File: src/rtl/serial_tx_frm_pkg.sv
// serial_pkg: shared types and helpers for the serial_tx_frm transmitter.
//   tx_state_e   - frame FSM state encoding
//   PAR_BITS     - 1 when SERIAL_TX_PARITY_EN is defined, else 0
//   frame_cycles - clk12 cycles occupied by one frame on the line
package serial_pkg;

  typedef enum logic [2:0] {
    IDLE  = 3'd0,
    START = 3'd1,
    DATA  = 3'd2,
    PAR   = 3'd3,
    STOP  = 3'd4
  } tx_state_e;

`ifdef SERIAL_TX_PARITY_EN
  localparam int unsigned PAR_BITS = 1;
`else
  localparam int unsigned PAR_BITS = 0;
`endif

  // Start + data + parity + stop bits, each CLK_DIV cycles long.
  function automatic int unsigned frame_cycles(input int unsigned data_bits,
                                               input int unsigned clk_div,
                                               input int unsigned stop_bits,
                                               input int unsigned par);
    return (32'd1 + data_bits + par + stop_bits) * clk_div;
  endfunction

endpackage

File: src/rtl/serial_tx_frm_if.sv
// serial_tx_frm_if: producer-side word handshake of the serial transmitter.
//   sbyte     - payload word, held stable by the producer until ack
//   sbyte_rdy - producer has a word
//   ack       - transmitter consumed the word this cycle
// Modports: master = byte producer, slave = transmitter.
interface serial_tx_frm_if #(
  parameter int unsigned DATA_BITS = 8
) ();

  logic [DATA_BITS-1:0] sbyte;
  logic                 sbyte_rdy;
  logic                 ack;

  modport master (output sbyte, output sbyte_rdy, input ack);
  modport slave  (input sbyte, input sbyte_rdy, output ack);

endinterface

File: src/rtl/serial_tx_frm_baud_div.sv
// serial_baud_div: bit-period timer for the serial transmitter.
//   clk12    - system clock
//   rst      - synchronous reset, active high
//   run      - count while high; count held at 0 while low
//   bit_tick - one-cycle pulse on the last cycle of each bit period
module serial_baud_div #(
  parameter int unsigned CLK_DIV = 1
) (
  input  logic clk12,
  input  logic rst,
  input  logic run,
  output logic bit_tick
);

  localparam int unsigned CNT_W = (CLK_DIV > 1) ? $clog2(CLK_DIV) : 1;
  localparam logic [CNT_W-1:0] CNT_LAST = CNT_W'(CLK_DIV - 1);

  if (CLK_DIV < 1 || CLK_DIV > 65535) begin : g_bad_clk_div
    $error("serial_baud_div: CLK_DIV must be in 1..65535");
  end

  logic [CNT_W-1:0] r_cnt;

  // Terminal compare precedes the increment, so the counter never wraps.
  assign bit_tick = run & (r_cnt == CNT_LAST);

  always_ff @(posedge clk12) begin
    if (rst || !run || bit_tick) begin
      r_cnt <= '0;
    end else begin
      r_cnt <= r_cnt + CNT_W'(1);
    end
  end

endmodule

File: src/rtl/serial_tx_frm.sv
// serial_tx_frm: parametrised asynchronous-serial transmitter (LSB first).
//   clk12       - 12 MHz system clock, rising edge
//   rst         - synchronous reset, active high
//   bus         - serial_tx_frm_if.slave: sbyte / sbyte_rdy in, ack out (comb)
//   tx          - registered serial line, idle high
//   busy        - registered, high while a frame is on the line
//   end_of_send - registered one-cycle pulse when a frame completes
// Optional parity bit compiled in with `define SERIAL_TX_PARITY_EN.
module serial_tx_frm
  import serial_pkg::*;
#(
  parameter int unsigned DATA_BITS  = 8,
  parameter int unsigned CLK_DIV    = 1,
  parameter int unsigned STOP_BITS  = 1,
  parameter int unsigned PARITY_ODD = 0
) (
  input  logic             clk12,
  input  logic             rst,
  serial_tx_frm_if.slave   bus,
  output logic             tx,
  output logic             busy,
  output logic             end_of_send
);

  localparam int unsigned BCNT_W    = $clog2(DATA_BITS + 1);
  localparam int unsigned FRAME_CYC = frame_cycles(DATA_BITS, CLK_DIV, STOP_BITS, PAR_BITS);
  localparam logic [BCNT_W-1:0] DATA_LAST = BCNT_W'(DATA_BITS - 1);
  localparam logic [BCNT_W-1:0] STOP_LAST = BCNT_W'(STOP_BITS - 1);

  if (DATA_BITS < 5 || DATA_BITS > 9) begin : g_bad_data_bits
    $error("serial_tx_frm: DATA_BITS must be in 5..9");
  end
  if (STOP_BITS < 1 || STOP_BITS > 2) begin : g_bad_stop_bits
    $error("serial_tx_frm: STOP_BITS must be 1 or 2");
  end
  if (PARITY_ODD > 1) begin : g_bad_parity_odd
    $error("serial_tx_frm: PARITY_ODD must be 0 or 1");
  end

  tx_state_e            r_state;
  tx_state_e            w_state_nxt;
  logic [DATA_BITS-1:0] r_shift;
  logic [DATA_BITS-1:0] w_shift_nxt;
  logic [BCNT_W-1:0]    r_bit_cnt;
  logic [BCNT_W-1:0]    w_bit_cnt_nxt;
  logic                 r_tx;
  logic                 r_busy;
  logic                 r_eos;
  logic                 w_tx_d;
  logic                 w_busy_d;
  logic                 w_eos_d;
  logic                 w_ack;
  logic                 w_run;
  logic                 w_tick;
  logic [31:0]          r_busy_len;
`ifdef SERIAL_TX_PARITY_EN
  localparam logic PAR_ODD = (PARITY_ODD != 0);
  logic r_par;
`endif

  // Accept a word only when idle and not in reset.
  assign w_ack   = bus.sbyte_rdy & ~r_busy & ~rst;
  assign bus.ack = w_ack;
  assign w_run   = (r_state != IDLE);

  serial_baud_div #(
    .CLK_DIV (CLK_DIV)
  ) u_baud (
    .clk12    (clk12),
    .rst      (rst),
    .run      (w_run),
    .bit_tick (w_tick)
  );

  // FSM state register.
  always_ff @(posedge clk12) begin
    if (rst) begin
      r_state <= IDLE;
    end else begin
      r_state <= w_state_nxt;
    end
  end

  // FSM next state; every non-idle state advances only on a bit tick.
  always_comb begin
    w_state_nxt = r_state;
    case (r_state)
      IDLE:  if (w_ack) w_state_nxt = START;
      START: if (w_tick) w_state_nxt = DATA;
      DATA: begin
        if (w_tick && (r_bit_cnt == DATA_LAST)) begin
`ifdef SERIAL_TX_PARITY_EN
          w_state_nxt = PAR;
`else
          w_state_nxt = STOP;
`endif
        end
      end
`ifdef SERIAL_TX_PARITY_EN
      PAR:   if (w_tick) w_state_nxt = STOP;
`endif
      STOP:  if (w_tick && (r_bit_cnt == STOP_LAST)) w_state_nxt = IDLE;
      default: w_state_nxt = IDLE;
    endcase
  end

  // Next line level, busy and frame-complete pulse, registered below.
  always_comb begin
    w_tx_d   = 1'b1;
    w_busy_d = (w_state_nxt != IDLE);
    w_eos_d  = r_busy & ~w_busy_d;
    case (w_state_nxt)
      START: w_tx_d = 1'b0;
      DATA:  w_tx_d = w_shift_nxt[0];
`ifdef SERIAL_TX_PARITY_EN
      PAR:   w_tx_d = r_par;
`endif
      default: w_tx_d = 1'b1;
    endcase
  end

  // Shift register loads on ack and shifts at each data-bit boundary;
  // bit counter restarts on every state change.
  always_comb begin
    w_shift_nxt   = r_shift;
    w_bit_cnt_nxt = r_bit_cnt;
    if (w_ack) begin
      w_shift_nxt = bus.sbyte;
    end else if ((r_state == DATA) && w_tick) begin
      w_shift_nxt = r_shift >> 1;
    end
    if (w_state_nxt != r_state) begin
      w_bit_cnt_nxt = '0;
    end else if (w_tick && ((r_state == DATA) || (r_state == STOP))) begin
      w_bit_cnt_nxt = r_bit_cnt + BCNT_W'(1);
    end
  end

  // Output and counter registers.
  always_ff @(posedge clk12) begin
    if (rst) begin
      r_tx      <= 1'b1;
      r_busy    <= 1'b0;
      r_eos     <= 1'b0;
      r_bit_cnt <= '0;
    end else begin
      r_tx      <= w_tx_d;
      r_busy    <= w_busy_d;
      r_eos     <= w_eos_d;
      r_bit_cnt <= w_bit_cnt_nxt;
    end
  end

  // Payload holding register; contents are meaningless while idle.
  always_ff @(posedge clk12) begin
    r_shift <= w_shift_nxt;
  end

`ifdef SERIAL_TX_PARITY_EN
  // Parity computed once from the captured word.
  always_ff @(posedge clk12) begin
    if (w_ack) begin
      r_par <= (^bus.sbyte) ^ PAR_ODD;
    end
  end
`endif

  // Busy-width tracker: a completed frame must span exactly FRAME_CYC cycles.
  always_ff @(posedge clk12) begin
    if (rst || !r_busy) begin
      r_busy_len <= '0;
    end else begin
      r_busy_len <= r_busy_len + 32'd1;
    end
    if (!rst && r_eos) begin
      assert (r_busy_len == FRAME_CYC);
    end
  end

  assign tx          = r_tx;
  assign busy        = r_busy;
  assign end_of_send = r_eos;

endmodule
File: src/flat_wrapper.sv
// flat-port wrapper written by rule: the top's interface ports become plain ports
module serial_tx_frm_flat import serial_pkg::*;
#(
  parameter int unsigned DATA_BITS  = 8,
  parameter int unsigned CLK_DIV    = 1,
  parameter int unsigned STOP_BITS  = 1,
  parameter int unsigned PARITY_ODD = 0
)
  (clk12, rst, tx, busy, end_of_send, bus_sbyte, bus_sbyte_rdy, bus_ack);
  serial_tx_frm_if #(.DATA_BITS(DATA_BITS)) bus_i ();
  input  logic clk12;
  input  logic rst;
  output logic tx;
  output logic busy;
  output logic end_of_send;
  input wire logic [$bits(bus_i.sbyte)-1:0] bus_sbyte;
  input wire logic [$bits(bus_i.sbyte_rdy)-1:0] bus_sbyte_rdy;
  output wire logic [$bits(bus_i.ack)-1:0] bus_ack;
  assign bus_i.sbyte = bus_sbyte;
  assign bus_i.sbyte_rdy = bus_sbyte_rdy;
  assign bus_ack = bus_i.ack;
  serial_tx_frm #(.DATA_BITS(DATA_BITS), .CLK_DIV(CLK_DIV), .STOP_BITS(STOP_BITS), .PARITY_ODD(PARITY_ODD)) u_core (.clk12(clk12), .rst(rst), .bus(bus_i), .tx(tx), .busy(busy), .end_of_send(end_of_send));
endmodule
File: config.mk
export PLATFORM = sky130hd
export DESIGN_NAME = serial_tx_frm_flat
export DESIGN_NICKNAME = d
export VERILOG_FILES = /design/src/rtl/serial_tx_frm_pkg.sv /design/src/rtl/serial_tx_frm_if.sv /design/src/rtl/serial_tx_frm_baud_div.sv /design/src/rtl/serial_tx_frm.sv /design/src/flat_wrapper.sv
export SDC_FILE = /design/constraint.sdc
export NUM_CORES = 1
export LEC_CHECK = 0
export BUFFER_PORTS_ARGS = -buffer_cell sky130_fd_sc_hd__buf_2
export CORE_ASPECT_RATIO = 1.1
export CORE_MARGIN = 5
export CORE_UTILIZATION = 45
export CTS_CLUSTER_SIZE = 8
export DETAILED_ROUTE_END_ITERATION = 16
export GPL_TIMING_DRIVEN = 0
export MAX_ROUTING_LAYER = met4
export PLACE_DENSITY = 0.66
export SLEW_MARGIN = 10
export SYNTH_ARGS = -nofsm -noshare
export SYNTH_HDL_FRONTEND = slang
export SYNTH_SLANG_ARGS = --single-unit
File: constraint.sdc
create_clock -name clk12 -period 3.3 [get_ports clk12]
set_input_delay 0.165 -clock clk12 [delete_from_list [all_inputs] [get_ports clk12]]
set_output_delay 0.165 -clock clk12 [all_outputs]
set_load 0.01 [all_outputs]
After elaboration in Yosys (flattened, before gate mapping)
Index checks and enable logic that the tools add are counted.
Cells by class
  $add $sub $neg: 2
  equality and inequality tests: 7
  multiplexer cells: 8
  bitwise logic cells: 8
  reductions and logical operators: 14
Operators with widths (number)
  2-to-1 mux 8 bit: 2
  2-to-1 mux 3 bit: 4
  one-hot mux 3 bit (4 select lines): 1
  equality test 3 x 1 -> 1 bit (second input constant): 2
  equality test 3 x 2 -> 1 bit (second input constant): 2
  nonzero test 3 bit: 2
  adder 4 x 1 -> 4 bit (second input constant): 1
  bitwise AND 1 bit: 4
  equality test 4 x 3 -> 1 bit (second input constant): 1
  logical AND 1 bit: 4
  zero test 4 bit: 1
  inverter 1 bit: 4
  equality test 3 bit (second input constant): 1
  zero test 3 bit: 1
  logical OR 1 bit: 3
  != test 3 bit: 1
  one-hot mux 1 bit (2 select lines): 1
  nonzero test 2 bit: 1
  OR reduction 2 bit: 1
  adder 1 bit (second input constant): 1
  zero test 1 bit: 1
Word-level totals
  register bits: 19
  input port bits: 11
  output and inout bits: 4
  logic and storage cells: 47

Logic depth before layout (Yosys ltp)
Gate-level depths: netlist of the first run.
  depth after elaboration: 8
  gate-level depth with buffers: 6
  mapped depth without buffers: 6

Hierarchy
From an unflattened synthesis of the first run, not the netlist that was laid out.
Second synthesis, totals
  cells, all modules: 83
  area total of the unflattened synthesis: 934.6 um^2
Modules (own cells, without submodules)
  serial_tx_frm: times used 1, cells an instance 80, area each 897.1 um^2, sequential area each 430.4 um^2
  serial_baud_div: times used 1, cells an instance 3, area each 37.5 um^2, sequential area each 20.0 um^2

Least setup slack after synthesis of the first run
No wires, ideal clock.
  kind: register to register
  from: reg u_core.r_bit_cnt[0]
  to: reg u_core.r_bit_cnt[1]
  library setup time: 0.066 ns
  data arrival time: 1.552 ns
  data required time: 3.234 ns
  path slack: 1.682 ns
  stages on the path, launching flop included: 7
  path buffers: 0
  period minus slack after synthesis: 1.618 ns
  cells stage by stage: dfxtp_1 > inv_1 > ha_1 > nor4b_2 > a211o_1 > a2111o_1 > a21oi_2
Between the ends
  cells in the longest elaborated chain, start to end: 6
  elaborated cells between the ends (all ways): 10
  classes of those cells: add/sub (1); eq/ne (2); mux (3); reduce/logical (4)
Ends and longest elaborated chain
  start, declared: RTL line serial_tx_frm.sv:44  | logic [BCNT_W-1:0] r_bit_cnt;
  start signal, assigned: RTL line serial_tx_frm.sv:150  | r_bit_cnt <= w_bit_cnt_nxt;
  equality test 4 x 3 -> 1 bit or zero test 4 bit (tied branches): RTL line serial_tx_frm.sv:91, serial_tx_frm.sv:102
  logical AND 1 bit, on equally long branches: RTL line serial_tx_frm.sv:91, serial_tx_frm.sv:102
  2-to-1 mux 3 bit, on equally long branches: RTL line serial_tx_frm.sv:91, serial_tx_frm.sv:102
  one-hot mux 3 bit (4 select lines): RTL line serial_tx_frm.sv:87  | case (r_state)
  != test 3 bit: RTL line serial_tx_frm.sv:132  | if (w_state_nxt != r_state) begin
  OR reduction 2 bit (no source line)
Parallel ways exist; a longest one is shown, timed or not.
A chain may end at the register's enable or synchronous reset.

Final worst setup path of the first run
  from: reg u_core.r_bit_cnt[0]
  to: reg u_core.r_bit_cnt[0]
The elaborated chain is that of the path after synthesis.

==> impl_metrics.json, run 1 <==
{
  "outcome": "completed",
  "worstSkewPairLatency_ns": 0.29,
  "routed-via-count": 675,
  "critPathMaxFanout": 4,
  "post_synth_inst_count": 90,
  "power.leakage_nw": 0.415,
  "synth_area_leader_cell": "sky130_fd_sc_hd__dfxtp_1",
  "ys_seq_elements": 19,
  "slew-limit-headroom_pct": 32.4,
  "hp-class": "in2reg",
  "synth_enable_flop_cells": 7,
  "crit_reg_reg_startpoint": "u_core.r_bit_cnt[0]$_SDFFE_PP0P_",
  "synth_nets": 103,
  "worst-setup-path-type": "reg2reg",
  "final_hpwl_from_detailed_placement_um": 1240,
  "clock_tree.root_cell": "sky130_fd_sc_hd__clkbuf_4",
  "holdPathStages": 3,
  "post-synth-top-count-cell": "sky130_fd_sc_hd__dfxtp_1",
  "dieHeight_um": 57.3,
  "critPathBufInv": 1,
  "cts_tree": "yes",
  "startpoint_type": "flip-flop",
  "mappedNetlistArea_um2": 915,
  "max_cap_viol_count": 0,
  "power_density_nw_per_um2": 430,
  "worst_vdd_drop_mv": 0.207,
  "timing.fmax_mhz": 573,
  "synth.top_cell.area_share_pct": 26.3,
  "first_pass_iters": 3,
  "critical-path-max-stage-delay_ns": 0.48,
  "yosysUniqueCellTypes": 35,
  "via_per_instance_ratio": 5.00,
  "drt_iter0_drc": 15,
  "grt_pass1_wl_um": 2830,
  "io_pins": 15,
  "gr-total-overflow": 0,
  "clkSinkCount": 19,
  "endpoint_kind": "flip-flop",
  "async_flop_share_pct": 0,
  "grt_setup_unrepaired": "no",
  "total_power_w": 0.000448,
  "ff2ff_path_depth": 6,
  "globalRouteTotalUtil_pct": 12.9,
  "post_place_worst_slack_ns": 1.56,
  "antennaDiodeCount": 0,
  "routabilityCongestion": 0.882,
  "critical_path.top_delay_family": "compound AO/OA/AOI/OAI gates",
  "number_of_buffers_on_the_longest_clock_path": 2,
  "holdBufCountCts": 0,
  "post_cts_resized": 0,
  "synth_top_flop_cell": "sky130_fd_sc_hd__dfxtp_1",
  "finalNetCount": 121,
  "critical_path.slowest_cell": "sky130_fd_sc_hd__a2111o_1",
  "portBuffers": 13,
  "cts.htree.levels": 1,
  "synth_common_cells": "sky130_fd_sc_hd__dfxtp_1, sky130_fd_sc_hd__nor2_1, sky130_fd_sc_hd__edfxtp_1",
  "critical_path_arrival_ns": 1.99,
  "hold_start": "bus_sbyte[0]",
  "grt_start_max_net_pins": 11,
  "layout-drive-gt1-share_pct": 20.6,
  "path_cells": "inv_1 > ha_1 > nor4b_2 > a211o_1 > a2111o_1 > nor2_1",
  "min_period_over_period_pct": 52.9,
  "setup.worst_path.start": "u_core.r_bit_cnt[0]$_SDFFE_PP0P_",
  "clk_pin_slew_ns": 0.10,
  "ys_seq_area_share_pct": 49.2,
  "min_to": "u_core.r_shift[0]$_DFF_P_",
  "route.detailed.drc": 0,
  "synth_area_per_cell_um2": 10.2,
  "grt_antenna_before_repair": 0,
  "finalWorstSetupSlack_ns": 1.55,
  "finClkSkew_ns": 0.00165,
  "final_area_um2": 1040,
  "rrSetupSlack_ns": 1.55,
  "rr_endpoint": "u_core.r_bit_cnt[0]$_SDFFE_PP0P_",
  "first_global_vias": 691,
  "worst_ep_required_time_ns": 3.54,
  "totalWireLength_um": 1620,
  "fin_tns_setup_ns": 0,
  "setup-violations-final": 0,
  "num_cts_buffers": 3,
  "post_drt_wl_per_cell_um": 12.0,
  "postCtsSetupBuffers": 0,
  "area_growth_syn_to_layout_pct": 13.8,
  "antenna_left": 0,
  "report.final.hold_viol_count": 0,
  "die_area_um2": 3040,
  "final.min_clock_period_ns": 1.75,
  "place_area_um2": 1010,
  "rows": 17,
  "timing_max_transition_violations_final": 0,
  "die_width_um": 53.0,
  "start_util_pct": 46.2,
  "timing_worst_slew_pin_value_ns": 1.00,
  "floorplan.core_area_um2": 1980,
  "synthTopCellsByArea": "sky130_fd_sc_hd__dfxtp_1, sky130_fd_sc_hd__edfxtp_1, sky130_fd_sc_hd__a22o_1, sky130_fd_sc_hd__nor2_1, sky130_fd_sc_hd__nor3b_1",
  "yosysWarningCount": 0
}
tightest hold or removal path, delay by kind of cell:
kind,cells,cell delay (ns)
buf+inv,1,0.07
simple gates,2,0.10
flip-flops by register name (all words and copies together) (netlist names):
signal / count
u_core.r_shift: 8
u_core.r_bit_cnt: 4
u_core.r_state: 3
u_core.busy: 1
u_core.end_of_send: 1
u_core.tx: 1
u_core.u_baud.r_cnt: 1
kinds of logic (layout without fill, tap and decap cells):
family,after synthesis,count (layout),share of synthesized area (%)
xor gates and xnor gates,4,4,3.83
muxes,1,1,1.23
other,1,1,0.410
and+or+nand+nor,35,35,22.4
AOI/OAI and AO/OA,20,20,16.6
DFF,19,19,49.2
adders and majority gates,2,2,2.74
buffers and inverters,8,25,3.56
how the worst max path moves through the flow:
stage	to	slack [ns]	cells past startpoint
2_1_floorplan	u_core.r_bit_cnt[1]$_SDFFE_PP0P_	1.68	6
3_3_place_gp	u_core.r_bit_cnt[0]$_SDFFE_PP0P_	1.57	6
3_5_place_dp	u_core.r_shift[7]$_DFFE_PP_	1.56	2
4_1_cts	u_core.r_shift[7]$_DFFE_PP_	1.54	2
5_1_grt	u_core.r_shift[7]$_DFFE_PP_	1.39	2
6_report	u_core.r_bit_cnt[0]$_SDFFE_PP0P_	1.55	6
where the power goes:
part,internal (W),switching [W]
clock,0.0000471,0.0000690
combinational,0.0000296,0.0000356
sequential,0.000259,0.00000703
cell usage in the layout (no fill, tap or decap), types with 2 or more instances in the layout:
cell	instances
sky130_fd_sc_hd__nor3b_1	5
sky130_fd_sc_hd__nand3_1	3
sky130_fd_sc_hd__a22o_1	6
sky130_fd_sc_hd__dfxtp_1	12
sky130_fd_sc_hd__xor2_1	3
sky130_fd_sc_hd__buf_2	15
sky130_fd_sc_hd__nor2_1	10
sky130_fd_sc_hd__clkbuf_1	4
sky130_fd_sc_hd__ha_1	2
sky130_fd_sc_hd__edfxtp_1	7
sky130_fd_sc_hd__a31oi_1	2
sky130_fd_sc_hd__nor2b_1	2
sky130_fd_sc_hd__nor3_1	2
sky130_fd_sc_hd__nand2_1	5
sky130_fd_sc_hd__inv_1	3
sky130_fd_sc_hd__clkbuf_4	3
sky130_fd_sc_hd__o21ai_0	4
routing by layer:
metal	part of all wire (%)	track usage, %	vias up
met2	47	20.4	9
li1	-	-	358
met1	47	15.4	303
met5	0	-	-
met4	2.5	6.57	0
met3	3.1	2.35	5
stage by stage:
stage          cells  util (%)  hold WS, ns
6_report         135      52.6       0.0691
5_1_grt          135      52.6       0.0855
4_1_cts          135      52.6       0.0712
3_5_place_dp     131      51.3        0.380
3_3_place_gp     131      51.3        0.374
2_1_floorplan     90         -        0.282
cell type report:
cell class | count | area [µm²]
plain buffers | 5 | 21.3
clock buffers | 4 | 26.3
fillers | 187 | 937
inverters | 3 | 11.3
multi-input cells | 63 | 432
flip-flops and latches | 19 | 450
well taps | 28 | 35.0
repair buffers | 13 | 65.1
Note: power is estimated with default switching activity, not from simulation.
==> inputs of run 2 (changes only) <==
--- a/config.mk
+++ b/config.mk
@@ -5,6 +5,7 @@
 export SDC_FILE = /design/constraint.sdc
 export NUM_CORES = 1
 export LEC_CHECK = 0
+export ABC_AREA = 1
 export BUFFER_PORTS_ARGS = -buffer_cell sky130_fd_sc_hd__buf_2
 export CORE_ASPECT_RATIO = 1.1
 export CORE_MARGIN = 5
==> constraint.sdc (replaced) <==
create_clock -name clk12 -period 1.7 [get_ports clk12]
set_input_delay 0.085 -clock clk12 [delete_from_list [all_inputs] [get_ports clk12]]
set_output_delay 0.085 -clock clk12 [all_outputs]
set_load 0.01 [all_outputs]
==> run 2 against run 1 <==
Against the previous run: power grew 88%; fmax grew 18%; first-iteration DRC count increased by 40%; critical path depth decreased by 2; critical path type unchanged.
==> impl_metrics.json, run 2 <==
{
  "timing.fmax_mhz": 673,
  "synth-compound-area-share_pct": 7.83,
  "globalRouteTotalUtil_pct": 13.6,
  "outcome": "completed",
  "max_cap_viol_count": 0,
  "setup-violations-final": 0,
  "finalWorstSetupSlack_ns": 0.214,
  "total_power_w": 0.000842,
  "post_synthesis_xor_xnor_area_fraction_pct": 0.899,
  "critical_path.top_delay_family": "simple AND/OR/NAND/NOR gates",
  "grt_setup_unrepaired": "no",
  "route.detailed.drc": 0,
  "timing_max_transition_violations_final": 0,
  "synth.top_cell.area_share_pct": 24.6,
  "ys_seq_elements": 19,
  "synth_top_family_by_area": "simple AND/OR/NAND/NOR gates",
  "number_of_buffers_on_the_longest_clock_path": 2,
  "nFillCells": 223,
  "routabilityCongestion": 0.789,
  "finClkSkew_ns": 0.00750,
  "yosysWarningCount": 0,
  "post_cts_resized": 0,
  "async_flop_share_pct": 0,
  "fin_tns_setup_ns": 0,
  "synth_nets": 142,
  "gr-total-overflow": 0,
  "ys_seq_area_share_pct": 46.2,
  "totalWireLength_um": 1870,
  "synth-adder-area-share_pct": 2.57,
  "finalNetCount": 161,
  "die_width_um": 54.4,
  "io_pins": 15,
  "critPathBufInv": 1,
  "grt_pass1_wl_um": 3120,
  "grt_antenna_before_repair": 0,
  "floorplan.core_area_um2": 2040,
  "clkSinkCount": 19,
  "first_global_vias": 769,
  "synthTopCellsByArea": "sky130_fd_sc_hd__dfxtp_1, sky130_fd_sc_hd__edfxtp_1, sky130_fd_sc_hd__nand2_1, sky130_fd_sc_hd__nand3_1, sky130_fd_sc_hd__inv_1",
  "number_of_flip_flops_under_the_largest_register_name": 8,
  "final_cell_mix": "sky130_fd_sc_hd__nand2_1, sky130_fd_sc_hd__inv_1, sky130_fd_sc_hd__buf_2",
  "mappedNetlistArea_um2": 975,
  "clock_tree.root_cell": "sky130_fd_sc_hd__clkbuf_4",
  "final.min_clock_period_ns": 1.49,
  "top_flop_regs": "u_core.r_shift: 8 flops, u_core.r_bit_cnt: 4 flops, u_core.r_state: 3 flops",
  "path_cells": "inv_2 > nor2_2 > nand3_2 > nand2_1",
  "power_density_nw_per_um2": 761,
  "postCtsSetupBuffers": 0,
  "synth_top_flop_cell": "sky130_fd_sc_hd__dfxtp_1",
  "endpoint_kind": "flip-flop",
  "layout-drive-gt1-share_pct": 21.8,
  "report.final.hold_viol_count": 0,
  "dp_cells": 171,
  "post_place_worst_slack_ns": 0.207,
  "drt_iter0_drc": 21,
  "layout.cells.non_filler": 175,
  "multiInputGateArea_um2": 448,
  "final_common_cell": "sky130_fd_sc_hd__nand2_1",
  "power.leakage_nw": 0.510,
  "synthMuxAreaShare_pct": 0,
  "worst_vdd_drop_mv": 0.549,
  "post_synth_inst_count": 129,
  "start_util_pct": 47.7,
  "critical-path-max-stage-delay_ns": 0.49,
  "min_period_over_period_pct": 87.4,
  "area_growth_syn_to_layout_pct": 13.6,
  "synth_enable_flop_cells": 7,
  "via_per_instance_ratio": 4.71,
  "dieHeight_um": 58.8,
  "cts_tree": "yes",
  "critPathMaxFanout": 8,
  "post-synth-top-count-cell": "sky130_fd_sc_hd__nand2_1",
  "critical_path.slowest_cell": "sky130_fd_sc_hd__dfxtp_1",
  "synth_area_leader_cell": "sky130_fd_sc_hd__dfxtp_1",
  "rows": 17,
  "first_pass_iters": 4,
  "final_hpwl_from_detailed_placement_um": 1410,
  "num_cts_buffers": 3,
  "routed-via-count": 824,
  "clk_pin_slew_ns": 0.10,
  "antenna_left": 0,
  "grt_start_max_net_pins": 12,
  "yosysUniqueCellTypes": 22,
  "hp-class": "in2reg",
  "worstSkewPairLatency_ns": 0.29,
  "die_area_um2": 3200,
  "cts.htree.levels": 1,
  "synth_area_per_cell_um2": 7.56,
  "holdBufCountCts": 0,
  "worst_ep_required_time_ns": 1.67,
  "worst-setup-path-type": "reg2reg",
  "critical_path_arrival_ns": 1.46,
  "reg_with_most_ffs": "u_core.r_shift",
  "synth_common_cells": "sky130_fd_sc_hd__nand2_1, sky130_fd_sc_hd__inv_1, sky130_fd_sc_hd__dfxtp_1, sky130_fd_sc_hd__nand3_1, sky130_fd_sc_hd__nor2_1",
  "synth-simple-area-share_pct": 34.3,
  "post_drt_wl_per_cell_um": 10.7,
  "portBuffers": 14,
  "startpoint_type": "flip-flop",
  "antennaDiodeCount": 0,
  "regArea_um2": 450
}
==> run 2: per-stage QoR <==
step,hold slack [ns],util (%),area (µm²)
after floorplan,0.154,-,975
after global placement,0.319,52.9,1080
after detailed placement,0.320,52.9,1080
after CTS,0.00487,54.2,1110
after global routing,0.00770,54.2,1110
final,0.0130,54.2,1110
==> run 2: report_power, final <==
| part | switching, W | internal, W | total [W] |
|---|---|---|---|
| logic | 0.0000682 | 0.0000424 | 0.000111 |
| clock network | 0.000133 | 0.0000874 | 0.000221 |
| registers | 0.0000128 | 0.000498 | 0.000511 |
| total | 0.000214 | 0.000628 | 0.000842 |
==> run 2: kinds of logic (layout without fill, tap and decap cells) <==
family                     count (synthesis)  count (layout)
and+or+nand+nor                           73              73
buffers and inverters                     20              38
DFF                                       19              19
AOI/OAI and AO/OA                         13              13
adders and majority gates                  2               2
other                                      1               1
xor gates and xnor gates                   1               1
==> run 2: path summary, 6_finish.rpt <==
| kind | startpoint | end | slack (ns) | depth (start not counted) |
|---|---|---|---|---|
| setup / recovery | u_core.r_state[1]$_SDFF_PP0_ | u_core.r_shift[7]$_DFFE_PP_ | 0.21 | 4 |
| hold / removal | rst | u_core.r_state[0]$_SDFF_PP0_ | 0.01 | 2 |
| setup reg to reg | u_core.r_state[1]$_SDFF_PP0_ | u_core.r_shift[7]$_DFFE_PP_ | 0.21 | 4 |
| hold reg to reg | u_core.busy$_SDFF_PP0_ | u_core.end_of_send$_SDFF_PP0_ | 0.46 | 2 |
==> run 2: final cells by class <==
type / instances / share of cell area (%)
sequential: 19 / 40.7
multi-input combinational: 90 / 40.5
inverter: 19 / 6.44
timing repair buffer: 14 / 6.33
tap: 28 / 3.16
clock buffer: 3 / 2.03
clock inverter: 1 / 0.452
buffer: 1 / 0.452
==> run 2: layer usage <==
layer  GRT usage [%]  wire [µm]  vias up
li1                -          -      444
met1            16.7        879      367
met5               -          0        -
met3            3.04         61        2
met4            4.27         13        0
met2            22.1        914       11
==> inputs of run 3 (changes only) <==
--- a/config.mk
+++ b/config.mk
@@ -5,7 +5,6 @@
 export SDC_FILE = /design/constraint.sdc
 export NUM_CORES = 1
 export LEC_CHECK = 0
-export ABC_AREA = 1
 export BUFFER_PORTS_ARGS = -buffer_cell sky130_fd_sc_hd__buf_2
 export CORE_ASPECT_RATIO = 1.1
 export CORE_MARGIN = 5
==> run 3 against run 2 <==
Against the previous run: clock-buffer cell count rose by 1; critical path depth rose by 2; global-route usage fell by 0.59 points; sequential power rose by 1%; routed wire length fell by 8.9%; flip-flop and latch count did not move; non-clock buffer count rose by 7; first-iteration DRC count fell by 71%; sequential share of layout area rose by 0.79 points; via count fell by 15%; critical endpoint is now u_core.r_bit_cnt[1]$_SDFFE_PP0P_.
==> impl_metrics.json, run 3 (synthesized netlist as in run 1, its figures left out) <==
{
  "max_cap_viol_count": 0,
  "finalNetCount": 125,
  "die_area_um2": 3040,
  "endpoint_kind": "flip-flop",
  "drt_iter0_drc": 6,
  "critPathBufInv": 1,
  "rows": 17,
  "gr-total-overflow": 0,
  "antennaDiodeCount": 0,
  "grt_start_max_net_pins": 11,
  "number_of_buffers_on_the_longest_clock_path": 2,
  "critPathMaxFanout": 4,
  "critical_path_arrival_ns": 1.85,
  "final_cell_mix": "sky130_fd_sc_hd__buf_2, sky130_fd_sc_hd__nor2_1, sky130_fd_sc_hd__dfxtp_1",
  "worst_ep_required_time_ns": 1.93,
  "post_drt_wl_per_cell_um": 12.3,
  "io_pins": 15,
  "cts_tree": "yes",
  "seq_power_share_pct": 59.1,
  "cts.htree.levels": 1,
  "portBuffers": 13,
  "reg_with_most_ffs": "u_core.r_shift",
  "clk_pin_slew_ns": 0.10,
  "grt_pass1_wl_um": 2860,
  "power.combinational.fraction_pct": 15.3,
  "internal_power_w": 0.000657,
  "num_cts_buffers": 3,
  "routed-via-count": 702,
  "final.min_clock_period_ns": 1.62,
  "globalRouteTotalUtil_pct": 13.1,
  "startpoint_type": "flip-flop",
  "dp_cells": 131,
  "timing_max_transition_violations_final": 0,
  "min_period_over_period_pct": 95.1,
  "grtUsageMet3_pct": 2.35,
  "grtUsageMet2_pct": 20.9,
  "die_width_um": 53.0,
  "critical_path.slowest_cell": "sky130_fd_sc_hd__a2111o_1",
  "totalWireLength_um": 1700,
  "worstSkewPairLatency_ns": 0.29,
  "top_flop_regs": "u_core.r_shift: 8 flops, u_core.r_bit_cnt: 4 flops, u_core.r_state: 3 flops",
  "hp-class": "in2reg",
  "hold_start": "bus_sbyte[7]",
  "grt_antenna_before_repair": 0,
  "area_growth_syn_to_layout_pct": 19.4,
  "globalRouteMet1Util_pct": 15.4,
  "grt.busiest_layer": "met2",
  "power.share.switching_pct": 24.9,
  "fin_tns_setup_ns": 0,
  "worst-setup-path-type": "reg2reg",
  "timing.fmax_mhz": 618,
  "path_cells": "inv_2 > ha_2 > nor4b_4 > a211o_1 > a2111o_1 > a21oi_2",
  "critical_path.top_delay_family": "compound AO/OA/AOI/OAI gates",
  "start_util_pct": 46.2,
  "first_global_vias": 703,
  "antenna_left": 0,
  "setup.worst_path.start": "u_core.r_bit_cnt[0]$_SDFFE_PP0P_",
  "power.leakage_nw": 0.449,
  "route.detailed.drc": 0,
  "power_density_nw_per_um2": 801,
  "layout-drive-gt1-share_pct": 27.9,
  "critical-path-max-stage-delay_ns": 0.48,
  "floorplan.core_area_um2": 1980,
  "worst_vdd_drop_mv": 0.402,
  "power.clock.fraction_pct": 25.6,
  "report.final.hold_viol_count": 0,
  "setup-violations-final": 0,
  "power.switching_w": 0.000218,
  "finClkSkew_ns": 0.000960,
  "first_pass_iters": 3,
  "grt_setup_unrepaired": "yes",
  "layout.core_utilization_pct": 55.2,
  "layout.cells.non_filler": 139,
  "clock_tree.root_cell": "sky130_fd_sc_hd__clkbuf_4",
  "final_common_cell": "sky130_fd_sc_hd__buf_2",
  "dieHeight_um": 57.3,
  "number_of_flip_flops_under_the_largest_register_name": 8,
  "clkSinkCount": 19,
  "routabilityCongestion": 0.882,
  "via_per_instance_ratio": 5.05,
  "outcome": "completed",
  "crit_reg_reg_startpoint": "u_core.r_bit_cnt[0]$_SDFFE_PP0P_",
  "final_hpwl_from_detailed_placement_um": 1240
}
## run 3: changes by cell type in the layout (fill, tap and decap cells not counted), moves of 5 or more
cell	delta
sky130_fd_sc_hd__inv_1	-13
sky130_fd_sc_hd__a22o_1	+6
sky130_fd_sc_hd__nand3_1	-9
sky130_fd_sc_hd__o21ai_1	-8
sky130_fd_sc_hd__nor3b_1	+5
sky130_fd_sc_hd__nand2_1	-31
## run 3: layout make-up
class | count | area [µm²]
flip-flops and latches | 19 | 453
plain buffers | 5 | 22.5
inverters | 3 | 11.3
well taps | 28 | 35.0
multi-input cells | 63 | 447
fillers | 181 | 886
clock buffers | 4 | 26.3
repair buffers | 17 | 97.6
## run 3: per-stage QoR
stage | power [W] | hold WS [ns] | setup slack, ns | cell area (µm²)
after detailed placement | 0.000656 | 0.300 | -0.0434 | 1010
final | 0.000875 | 0.0622 | 0.0827 | 1090
after global placement | 0.000653 | 0.294 | -0.0334 | 1010
after CTS | 0.000880 | 0.0631 | 0.0129 | 1050
after global routing | 0.000920 | 0.0608 | -0.0124 | 1090
after floorplan | 0.000616 | 0.202 | 0.0817 | 915
## run 3: worst register-to-register path: stages (launching register included)
cell	delay, ns
sky130_fd_sc_hd__dfxtp_2	0.36
sky130_fd_sc_hd__inv_2	0.04
sky130_fd_sc_hd__ha_2	0.17
sky130_fd_sc_hd__nor4b_4	0.13
sky130_fd_sc_hd__a211o_1	0.26
sky130_fd_sc_hd__a2111o_1	0.48
sky130_fd_sc_hd__a21oi_2	0.12
## run 3: power groups by stage
stage / logic [W] / clock network (W) / registers [W]
2_1_floorplan: 0.0000885 / 0 / 0.000528
3_3_place_gp: 0.000127 / 0 / 0.000526
3_5_place_dp: 0.000128 / 0 / 0.000528
4_1_cts: 0.000131 / 0.000232 / 0.000517
5_1_grt: 0.000151 / 0.000249 / 0.000521
6_report: 0.000134 / 0.000224 / 0.000517
## run 3: layer usage
layer / part of all wire, % / up-vias
li1: - / 368
met1: 45 / 320
met2: 50 / 9
met4: 2.5 / 0
met5: 0 / -
met3: 3.0 / 5
## run 3: timing repair
item,in CTS,in global routing
endpoints found under the setup margin,11,12
hold endpoints to repair,1,0
pin swaps,1,4
buffers inserted,0,3
resized for setup,3,6
hold buffers,1,0
## run 3: worst paths after layout
| kind | endpoint | slack (ns) | cells past startpoint |
|---|---|---|---|
| max | u_core.r_bit_cnt[1]$_SDFFE_PP0P_ | 0.08 | 6 |
| min | u_core.r_shift[7]$_DFFE_PP_ | 0.06 | 2 |
| max reg2reg | u_core.r_bit_cnt[1]$_SDFFE_PP0P_ | 0.08 | 6 |
| min reg2reg | u_core.end_of_send$_SDFF_PP0_ | 0.48 | 1 |
